==> src/rtl/ctrl_pkg.sv <==
// Shared encodings for the multicycle control unit: states, opcodes,
// branch condition codes and PC-source selects.
package ctrl_pkg;

    typedef enum logic [2:0] {
        StIdle   = 3'd0,
        StFetch  = 3'd1,
        StDecode = 3'd2,
        StExe    = 3'd3,
        StMem    = 3'd4,
        StWb     = 3'd5,
        StHalt   = 3'd6
    } state_t;

    localparam logic [4:0] OP_ALUR = 5'b00000;
    localparam logic [4:0] OP_ALUI = 5'b00001;
    localparam logic [4:0] OP_LI   = 5'b00010;
    localparam logic [4:0] OP_MOV  = 5'b00011;
    localparam logic [4:0] OP_LD   = 5'b00100;
    localparam logic [4:0] OP_ST   = 5'b00101;
    localparam logic [4:0] OP_BCC  = 5'b00110;
    localparam logic [4:0] OP_JMP  = 5'b00111;
    localparam logic [4:0] OP_CMP  = 5'b01000;
    localparam logic [4:0] OP_HLT  = 5'b11111;

    localparam logic [2:0] COND_AL = 3'b000;
    localparam logic [2:0] COND_EQ = 3'b001;
    localparam logic [2:0] COND_NE = 3'b010;
    localparam logic [2:0] COND_CS = 3'b011;
    localparam logic [2:0] COND_CC = 3'b100;
    localparam logic [2:0] COND_MI = 3'b101;
    localparam logic [2:0] COND_PL = 3'b110;
    localparam logic [2:0] COND_NV = 3'b111;

    localparam logic [1:0] JMP_SEQ = 2'b00;
    localparam logic [1:0] JMP_IMM = 2'b01;
    localparam logic [1:0] JMP_RM  = 2'b10;

    // True for every opcode the datapath implements (HLT included).
    function automatic logic is_defined_op(input logic [4:0] op);
        return (op <= OP_CMP) || (op == OP_HLT);
    endfunction

endpackage

==> src/rtl/control_fsm_if.sv <==
// Instruction/flag inputs and datapath control outputs of the control unit.
interface control_fsm_if #(
    parameter int unsigned CNT_W = 16
);
    logic             TBorNot;
    logic [7:0]       InsM;
    logic [1:0]       InsL;
    logic [2:0]       PSW_NZC;
    logic [1:0]       Jump;
    logic             Branch, Buff_PC;
    logic             WBresource, PCplus1orWB, RBresource, WE_RF, LI;
    logic             oprandB, Flag, ALUop, Buff_PSW, Buff_OutR;
    logic             MEMresource, LIorMOV, ALUorNot, Buff_MEMIns, WE_MEM;
    logic             Halted, IllegalOp;
    logic [2:0]       State;
    logic [CNT_W-1:0] RetireCnt;

    // Control unit side.
    modport master (
        input  TBorNot, InsM, InsL, PSW_NZC,
        output Jump, Branch, Buff_PC,
        output WBresource, PCplus1orWB, RBresource, WE_RF, LI,
        output oprandB, Flag, ALUop, Buff_PSW, Buff_OutR,
        output MEMresource, LIorMOV, ALUorNot, Buff_MEMIns, WE_MEM,
        output Halted, IllegalOp, State, RetireCnt
    );

    // Datapath side.
    modport slave (
        output TBorNot, InsM, InsL, PSW_NZC,
        input  Jump, Branch, Buff_PC,
        input  WBresource, PCplus1orWB, RBresource, WE_RF, LI,
        input  oprandB, Flag, ALUop, Buff_PSW, Buff_OutR,
        input  MEMresource, LIorMOV, ALUorNot, Buff_MEMIns, WE_MEM,
        input  Halted, IllegalOp, State, RetireCnt
    );
endinterface

==> src/rtl/branch_cond_eval.sv <==
// Evaluates a branch condition code against the {N,Z,C} flags.
module branch_cond_eval
    import ctrl_pkg::*;
(
    input  logic [2:0] cond,
    input  logic [2:0] psw_nzc,
    output logic       cond_met
);
    logic n_flag, z_flag, c_flag;
    assign {n_flag, z_flag, c_flag} = psw_nzc;

    // Pure decode of the condition code.
    always_comb begin
        cond_met = 1'b0;
        unique case (cond)
            COND_AL: cond_met = 1'b1;
            COND_EQ: cond_met = z_flag;
            COND_NE: cond_met = ~z_flag;
            COND_CS: cond_met = c_flag;
            COND_CC: cond_met = ~c_flag;
            COND_MI: cond_met = n_flag;
            COND_PL: cond_met = ~n_flag;
            COND_NV: cond_met = 1'b0;
            default: cond_met = 1'b0;
        endcase
    end
endmodule

==> src/rtl/control_fsm.sv <==
// Multicycle control unit: FETCH/DECODE/EXE/MEM/WB sequencing with Moore
// control decode, testbench-ownership abort, HALT, sticky illegal-op flag
// and a retired-instruction counter.
module control_fsm
    import ctrl_pkg::*;
#(
    parameter int unsigned IDLE_ON_RST = 1,
    parameter int unsigned CNT_W       = 16
) (
    input  logic          clk,
    input  logic          Rst,
    control_fsm_if.master bus
);
    localparam state_t RstState = (IDLE_ON_RST != 0) ? StIdle : StFetch;

    state_t           state_q, state_d;
    logic             illegal_q;
    logic [CNT_W-1:0] cnt_q;
    logic             retire;
    logic             last;
    logic             cond_met;
    logic [4:0]       op;

    assign op = bus.InsM[7:3];

    branch_cond_eval u_cond (
        .cond     (bus.InsM[2:0]),
        .psw_nzc  (bus.PSW_NZC),
        .cond_met (cond_met)
    );

    // State, sticky illegal flag and retire counter.
    always_ff @(posedge clk or posedge Rst) begin
        if (Rst) begin
            state_q   <= RstState;
            illegal_q <= 1'b0;
            cnt_q     <= '0;
        end else begin
            state_q <= state_d;
            if (state_q == StDecode && !is_defined_op(op)) illegal_q <= 1'b1;
            if (retire) cnt_q <= cnt_q + CNT_W'(1);
        end
    end

    // Next state and per-state control decode.
    always_comb begin
        state_d         = state_q;
        last            = 1'b0;
        retire          = 1'b0;
        bus.Jump        = JMP_SEQ;
        bus.Branch      = 1'b0;
        bus.Buff_PC     = 1'b0;
        bus.WBresource  = 1'b0;
        bus.PCplus1orWB = 1'b0;
        bus.RBresource  = 1'b0;
        bus.WE_RF       = 1'b0;
        bus.LI          = 1'b0;
        bus.oprandB     = 1'b0;
        bus.Flag        = 1'b0;
        bus.ALUop       = 1'b0;
        bus.Buff_PSW    = 1'b0;
        bus.Buff_OutR   = 1'b0;
        bus.MEMresource = 1'b0;
        bus.LIorMOV     = 1'b0;
        bus.ALUorNot    = 1'b0;
        bus.Buff_MEMIns = 1'b0;
        bus.WE_MEM      = 1'b0;
        unique case (state_q)
            StIdle: if (!bus.TBorNot) state_d = StFetch;
            StFetch: begin
                bus.Buff_MEMIns = 1'b1;
                state_d         = StDecode;
            end
            StDecode: begin
                bus.Buff_OutR = 1'b1;
                state_d       = (op == OP_HLT) ? StHalt : StExe;
            end
            StExe: begin
                state_d = StMem;
                case (op)
                    OP_ALUR: begin
                        bus.ALUop    = bus.InsL[1];
                        bus.Flag     = bus.InsL[0];
                        bus.Buff_PSW = 1'b1;
                    end
                    OP_ALUI: begin
                        bus.oprandB  = 1'b1;
                        bus.ALUop    = bus.InsL[0];
                        bus.Buff_PSW = 1'b1;
                    end
                    OP_LI, OP_MOV: bus.LI = 1'b1;
                    OP_LD, OP_ST:  bus.oprandB = 1'b1;
                    OP_BCC: begin
                        bus.Buff_PC = 1'b1;
                        bus.Branch  = cond_met;
                        last        = 1'b1;
                    end
                    OP_JMP: begin
                        // InsL[0] picks register target, InsL[1] links into RF.
                        bus.Buff_PC = 1'b1;
                        bus.Jump    = bus.InsL[0] ? JMP_RM : JMP_IMM;
                        bus.WE_RF   = bus.InsL[1];
                        last        = 1'b1;
                    end
                    OP_CMP: begin
                        bus.ALUop    = 1'b1;
                        bus.Buff_PSW = 1'b1;
                        bus.Buff_PC  = 1'b1;
                        last         = 1'b1;
                    end
                    default: begin
                        bus.Buff_PC = 1'b1;
                        last        = 1'b1;
                    end
                endcase
            end
            StMem: begin
                state_d = StWb;
                case (op)
                    OP_LI:  bus.ALUorNot = 1'b1;
                    OP_MOV: begin
                        bus.ALUorNot = 1'b1;
                        bus.LIorMOV  = 1'b1;
                    end
                    OP_LD:  bus.MEMresource = 1'b1;
                    OP_ST: begin
                        bus.MEMresource = 1'b1;
                        bus.WE_MEM      = 1'b1;
                        bus.Buff_PC     = 1'b1;
                        last            = 1'b1;
                    end
                    OP_ALUR, OP_ALUI: ;
                    default: last = 1'b1;
                endcase
            end
            StWb: begin
                last        = 1'b1;
                bus.WE_RF   = 1'b1;
                bus.Buff_PC = 1'b1;
                if (op == OP_LD) begin
                    bus.WBresource = 1'b1;
                    bus.RBresource = 1'b1;
                end else begin
                    bus.PCplus1orWB = 1'b1;
                end
            end
            StHalt: ;
            default: state_d = RstState;
        endcase
        if (last) begin
            state_d = StFetch;
            retire  = 1'b1;
        end
        // Testbench taking memory back aborts the instruction with no side effects.
        if (bus.TBorNot && state_q != StHalt && state_q != StIdle) begin
            state_d     = StIdle;
            retire      = 1'b0;
            bus.Buff_PC = 1'b0;
            bus.WE_RF   = 1'b0;
            bus.WE_MEM  = 1'b0;
        end
    end

    assign bus.Halted    = (state_q == StHalt);
    assign bus.IllegalOp = illegal_q;
    assign bus.State     = state_q;
    assign bus.RetireCnt = cnt_q;
endmodule

==> src/flat_wrapper.sv <==
// flat-port wrapper written by rule: the top's interface ports become plain ports
module control_fsm_flat import ctrl_pkg::*;
#(
    parameter int unsigned IDLE_ON_RST = 1,
    parameter int unsigned CNT_W       = 16
)
  (clk, Rst, bus_TBorNot, bus_InsM, bus_InsL, bus_PSW_NZC, bus_Jump, bus_Branch, bus_Buff_PC, bus_WBresource, bus_PCplus1orWB, bus_RBresource, bus_WE_RF, bus_LI, bus_oprandB, bus_Flag, bus_ALUop, bus_Buff_PSW, bus_Buff_OutR, bus_MEMresource, bus_LIorMOV, bus_ALUorNot, bus_Buff_MEMIns, bus_WE_MEM, bus_Halted, bus_IllegalOp, bus_State, bus_RetireCnt);
  control_fsm_if #(.CNT_W(CNT_W)) bus_i ();
  input  logic clk;
  input  logic Rst;
  input wire logic [$bits(bus_i.TBorNot)-1:0] bus_TBorNot;
  input wire logic [$bits(bus_i.InsM)-1:0] bus_InsM;
  input wire logic [$bits(bus_i.InsL)-1:0] bus_InsL;
  input wire logic [$bits(bus_i.PSW_NZC)-1:0] bus_PSW_NZC;
  output wire logic [$bits(bus_i.Jump)-1:0] bus_Jump;
  output wire logic [$bits(bus_i.Branch)-1:0] bus_Branch;
  output wire logic [$bits(bus_i.Buff_PC)-1:0] bus_Buff_PC;
  output wire logic [$bits(bus_i.WBresource)-1:0] bus_WBresource;
  output wire logic [$bits(bus_i.PCplus1orWB)-1:0] bus_PCplus1orWB;
  output wire logic [$bits(bus_i.RBresource)-1:0] bus_RBresource;
  output wire logic [$bits(bus_i.WE_RF)-1:0] bus_WE_RF;
  output wire logic [$bits(bus_i.LI)-1:0] bus_LI;
  output wire logic [$bits(bus_i.oprandB)-1:0] bus_oprandB;
  output wire logic [$bits(bus_i.Flag)-1:0] bus_Flag;
  output wire logic [$bits(bus_i.ALUop)-1:0] bus_ALUop;
  output wire logic [$bits(bus_i.Buff_PSW)-1:0] bus_Buff_PSW;
  output wire logic [$bits(bus_i.Buff_OutR)-1:0] bus_Buff_OutR;
  output wire logic [$bits(bus_i.MEMresource)-1:0] bus_MEMresource;
  output wire logic [$bits(bus_i.LIorMOV)-1:0] bus_LIorMOV;
  output wire logic [$bits(bus_i.ALUorNot)-1:0] bus_ALUorNot;
  output wire logic [$bits(bus_i.Buff_MEMIns)-1:0] bus_Buff_MEMIns;
  output wire logic [$bits(bus_i.WE_MEM)-1:0] bus_WE_MEM;
  output wire logic [$bits(bus_i.Halted)-1:0] bus_Halted;
  output wire logic [$bits(bus_i.IllegalOp)-1:0] bus_IllegalOp;
  output wire logic [$bits(bus_i.State)-1:0] bus_State;
  output wire logic [$bits(bus_i.RetireCnt)-1:0] bus_RetireCnt;
  assign bus_i.TBorNot = bus_TBorNot;
  assign bus_i.InsM = bus_InsM;
  assign bus_i.InsL = bus_InsL;
  assign bus_i.PSW_NZC = bus_PSW_NZC;
  assign bus_Jump = bus_i.Jump;
  assign bus_Branch = bus_i.Branch;
  assign bus_Buff_PC = bus_i.Buff_PC;
  assign bus_WBresource = bus_i.WBresource;
  assign bus_PCplus1orWB = bus_i.PCplus1orWB;
  assign bus_RBresource = bus_i.RBresource;
  assign bus_WE_RF = bus_i.WE_RF;
  assign bus_LI = bus_i.LI;
  assign bus_oprandB = bus_i.oprandB;
  assign bus_Flag = bus_i.Flag;
  assign bus_ALUop = bus_i.ALUop;
  assign bus_Buff_PSW = bus_i.Buff_PSW;
  assign bus_Buff_OutR = bus_i.Buff_OutR;
  assign bus_MEMresource = bus_i.MEMresource;
  assign bus_LIorMOV = bus_i.LIorMOV;
  assign bus_ALUorNot = bus_i.ALUorNot;
  assign bus_Buff_MEMIns = bus_i.Buff_MEMIns;
  assign bus_WE_MEM = bus_i.WE_MEM;
  assign bus_Halted = bus_i.Halted;
  assign bus_IllegalOp = bus_i.IllegalOp;
  assign bus_State = bus_i.State;
  assign bus_RetireCnt = bus_i.RetireCnt;
  control_fsm #(.IDLE_ON_RST(IDLE_ON_RST), .CNT_W(CNT_W)) u_core (.clk(clk), .Rst(Rst), .bus(bus_i));
endmodule
==> config.mk <==
export PLATFORM = sky130hd
export DESIGN_NAME = control_fsm_flat
export DESIGN_NICKNAME = d
export VERILOG_FILES = /design/src/rtl/ctrl_pkg.sv /design/src/rtl/control_fsm_if.sv /design/src/rtl/branch_cond_eval.sv /design/src/rtl/control_fsm.sv /design/src/flat_wrapper.sv
export SDC_FILE = /design/constraint.sdc
export NUM_CORES = 1
export LEC_CHECK = 0
export ABC_AREA = 1
export CORE_ASPECT_RATIO = 1.4
export CORE_MARGIN = 2
export CORE_UTILIZATION = 36
export DETAILED_ROUTE_END_ITERATION = 16
export PLACE_DENSITY = 0.67
export SYNTH_ARGS = -nofsm -noshare
export SYNTH_HDL_FRONTEND = slang
export SYNTH_SLANG_ARGS = --single-unit
==> constraint.sdc <==
create_clock -name clk -period 1.8 [get_ports clk]
set_input_delay 0.18 -clock clk [delete_from_list [all_inputs] [get_ports clk]]
set_output_delay 0.18 -clock clk [all_outputs]
set_load 0.05 [all_outputs]
==> run summary <==
Outcome = finished with violations
Failing checks = setup timing
Largest net degree at the start of global routing = 21
Clock Latency Late Sink = 0.26 ns
Starting DRT DRC Count = 86
Clock Skews = 0.00421 ns
Library cells used by synthesis = 30
PD cells = 348 nW/um2
Via count = 1992
Final WL = 5210 um
Most frequent cells in the layout = 87 x nand2_1, 39 x buf_4, 26 x nand3_1
Flops & latches, synth = 20
Initial antenna violation count = 0
Clock sink count = 20
Setup TNS = -0.00313 ns
Cells after Synth = 255
Root buffer cell = clkbuf_8
Max Cap Violations = 0
DP HPWL = 3770 um
Commonest non-fill, non-tap cell in the layout = nand2_1
Post-placement setup slack = -0.0851 ns
Starting Density = 37.8%
Unrepaired setup endpoints after global routing = yes
Setup-failing EPs final = 1
Share of the clock period used by the worst path = 100%
Avg Cell Area, Syn = 6.33 um2
Syn-to-layout area delta = 80.2%
CP startpoint = u_core.bus.State[0]
Number of global-route vias before repair = 1881
Placement Rows = 28
Leak = 1.32 nW
Multiplexer share of the synthesized area = 0.620%
Critical-path maximum fanout = 4
Drt pass-1 iters = 4
I/O Pins = 56
Critical path capture point type = output port
Filler cell count = 381
CTS Buf Count = 3
Slew margin rel. = 66.1%
Share of cells above drive strength 1 = 32.1%
Fmax = 555 MHz
Total Nets Final = 361
Worst setup SP type = flip-flop
Tot GR Track Use = 20.8%
Final hold viol count = 0
Reg-to-Reg Start = u_core.bus.State[0]
Clk slew on worst S/H paths = 0.08 ns
Total power = 1.01 mW
Main combinational cell family by area after synthesis = simple AND/OR/NAND/NOR gates
CTS max path bufs = 2
Non-Filler Instances = 403
Sequential fraction of the synthesis area = 31.0%
GPL Wtd Cong = 0.875
Reg-to-reg slack, setup = 0.09 ns
Syn Nets = 272
Post-DP Area = 2610 um2
Vias per cell = 4.94
Max IR drop VDD = 284 uV
Synthesized cell area = 1610 um2
Complex-gate fraction of the synthesized area = 7.21%
Hold Path Class = in -> async
Worst Tran Pin Value = 0.508 ns
Die W = 60.6 um
Placed cell count = 381
Simple-Gate Fraction of Synth Area = 47.2%
DRC = 0
H-tree Lvls = 1
Ant. Diodes = 0
Crit Path Class = reg -> out
Overflow after GRT = 0
Post-CTS Hold Fix Bufs = 0
Minimum clock period = 1.80 ns
Number of port buffers = 55
Post-synthesis xor/xnor area fraction = 3.80%
Final ANT Viol Nets = 0
Slew Viols, Final = 0
Final instance area = 2910 um2
Critical path required time = 1.62 ns
CTS tree = yes
Synth Area in Adders = 0.775%
Final setup margin = -0.00313 ns
Synth warnings = 0
First-pass GRT wire length = 8250 um
Die ar. = 5040 um2
CP arrival = 1.62 ns
DR WL/cell = 12.9 um
Core Box Area = 4270 um2
Die Y = 83.2 um
-- cells in the mapped netlist --
library cell | number | area, um2
inv_2 | 4 | 15.0
nand3_2 | 4 | 40.0
o22ai_1 | 1 | 6.26
a21oi_2 | 1 | 8.76
buf_6 | 2 | 22.5
a21oi_1 | 5 | 25.0
nor3_2 | 1 | 10.0
ha_1 | 1 | 12.5
nand3_4 | 1 | 17.5
nor3_1 | 5 | 25.0
buf_2 | 1 | 5.00
dfrtp_1 | 20 | 500
o21ai_0 | 6 | 30.0
inv_1 | 25 | 93.8
nand3_1 | 26 | 130
o21bai_1 | 2 | 15.0
buf_4 | 2 | 15.0
nor2_1 | 36 | 135
nand2_2 | 2 | 12.5
xor2_1 | 3 | 26.3
xnor2_1 | 4 | 35.0
nand2_1 | 89 | 334
nand3b_1 | 1 | 7.51
nand4_1 | 7 | 43.8
o211ai_2 | 1 | 12.5
mux2i_1 | 1 | 10.0
nor2_2 | 1 | 6.26
a31oi_1 | 1 | 6.26
o21ai_1 | 1 | 5.00
o21a_1 | 1 | 7.51
-- worst max-delay path, cell delays in order, from the launching register on --
cell	delay [ns]
dfrtp_4	0.52
inv_4	0.11
nand2_4	0.06
o211ai_4	0.23
inv_6	0.07
nor3_4	0.20
buf_12	0.16
-- metrics by stage --
step,hold WS (ns),util [%]
after floorplan,0.144,-
after global placement,0.478,61.1
after detailed placement,0.475,61.1
after CTS,0.256,64.2
after global routing,0.279,68.1
final,0.234,68.1
-- final timing paths --
check / end / cells after the start
max: bus_WE_MEM / 6
min: u_core.bus.RetireCnt[3] / 3
max reg2reg: u_core.bus.State[0] / 8
min reg2reg: u_core.bus.IllegalOp / 1
max in group asynchronous: u_core.bus.State[0] / 3
min in group clk: u_core.bus.IllegalOp / 4
-- area by class of cell --
type / instances / area (um2) / share of cell area (%)
inverters: 29 / 124 / 4.26
clock inverters: 1 / 30.0 / 1.03
multi-input cells: 201 / 1120 / 38.7
clock buffers: 3 / 41.3 / 1.42
repair buffers: 89 / 1010 / 34.6
well taps: 60 / 75.1 / 2.58
flip-flops and latches: 20 / 507 / 17.4
-- sequential cells by signal, indices dropped and copies added (netlist names) --
register,flops
u_core.bus.IllegalOp,1
u_core.bus.RetireCnt,16
u_core.bus.State,3
-- routing by layer --
metal	part of all wire (%)	track usage, %	vias to the layer above
met5	0	0	-
met3	6.5	4.83	11
li1	-	-	990
met1	35	22.3	926
met4	1.9	7.71	0
met2	57	37.3	65
-- cell families after synthesis --
family / Yosys count
compound gates: 19
xor+xnor: 7
fa+ha+maj: 1
buf+inv: 34
flops: 20
mux: 1
simple gates: 173
-- power breakdown --
group / leakage [nW] / switching (mW) / internal, mW
registers: 0.266 / 0 / 0.449
clock network: 0.0357 / 0.159 / 0.297
logic: 1.01 / 0.0547 / 0.0535
-- repair_timing --
item,CTS,global route
setup endpoints to repair,11,17
gates resized for setup,7,18
pin swaps,2,11
endpoints found under the hold margin,0,0
setup buffers,5,13
No activity file was read; power rests on OpenSTA's default activity.
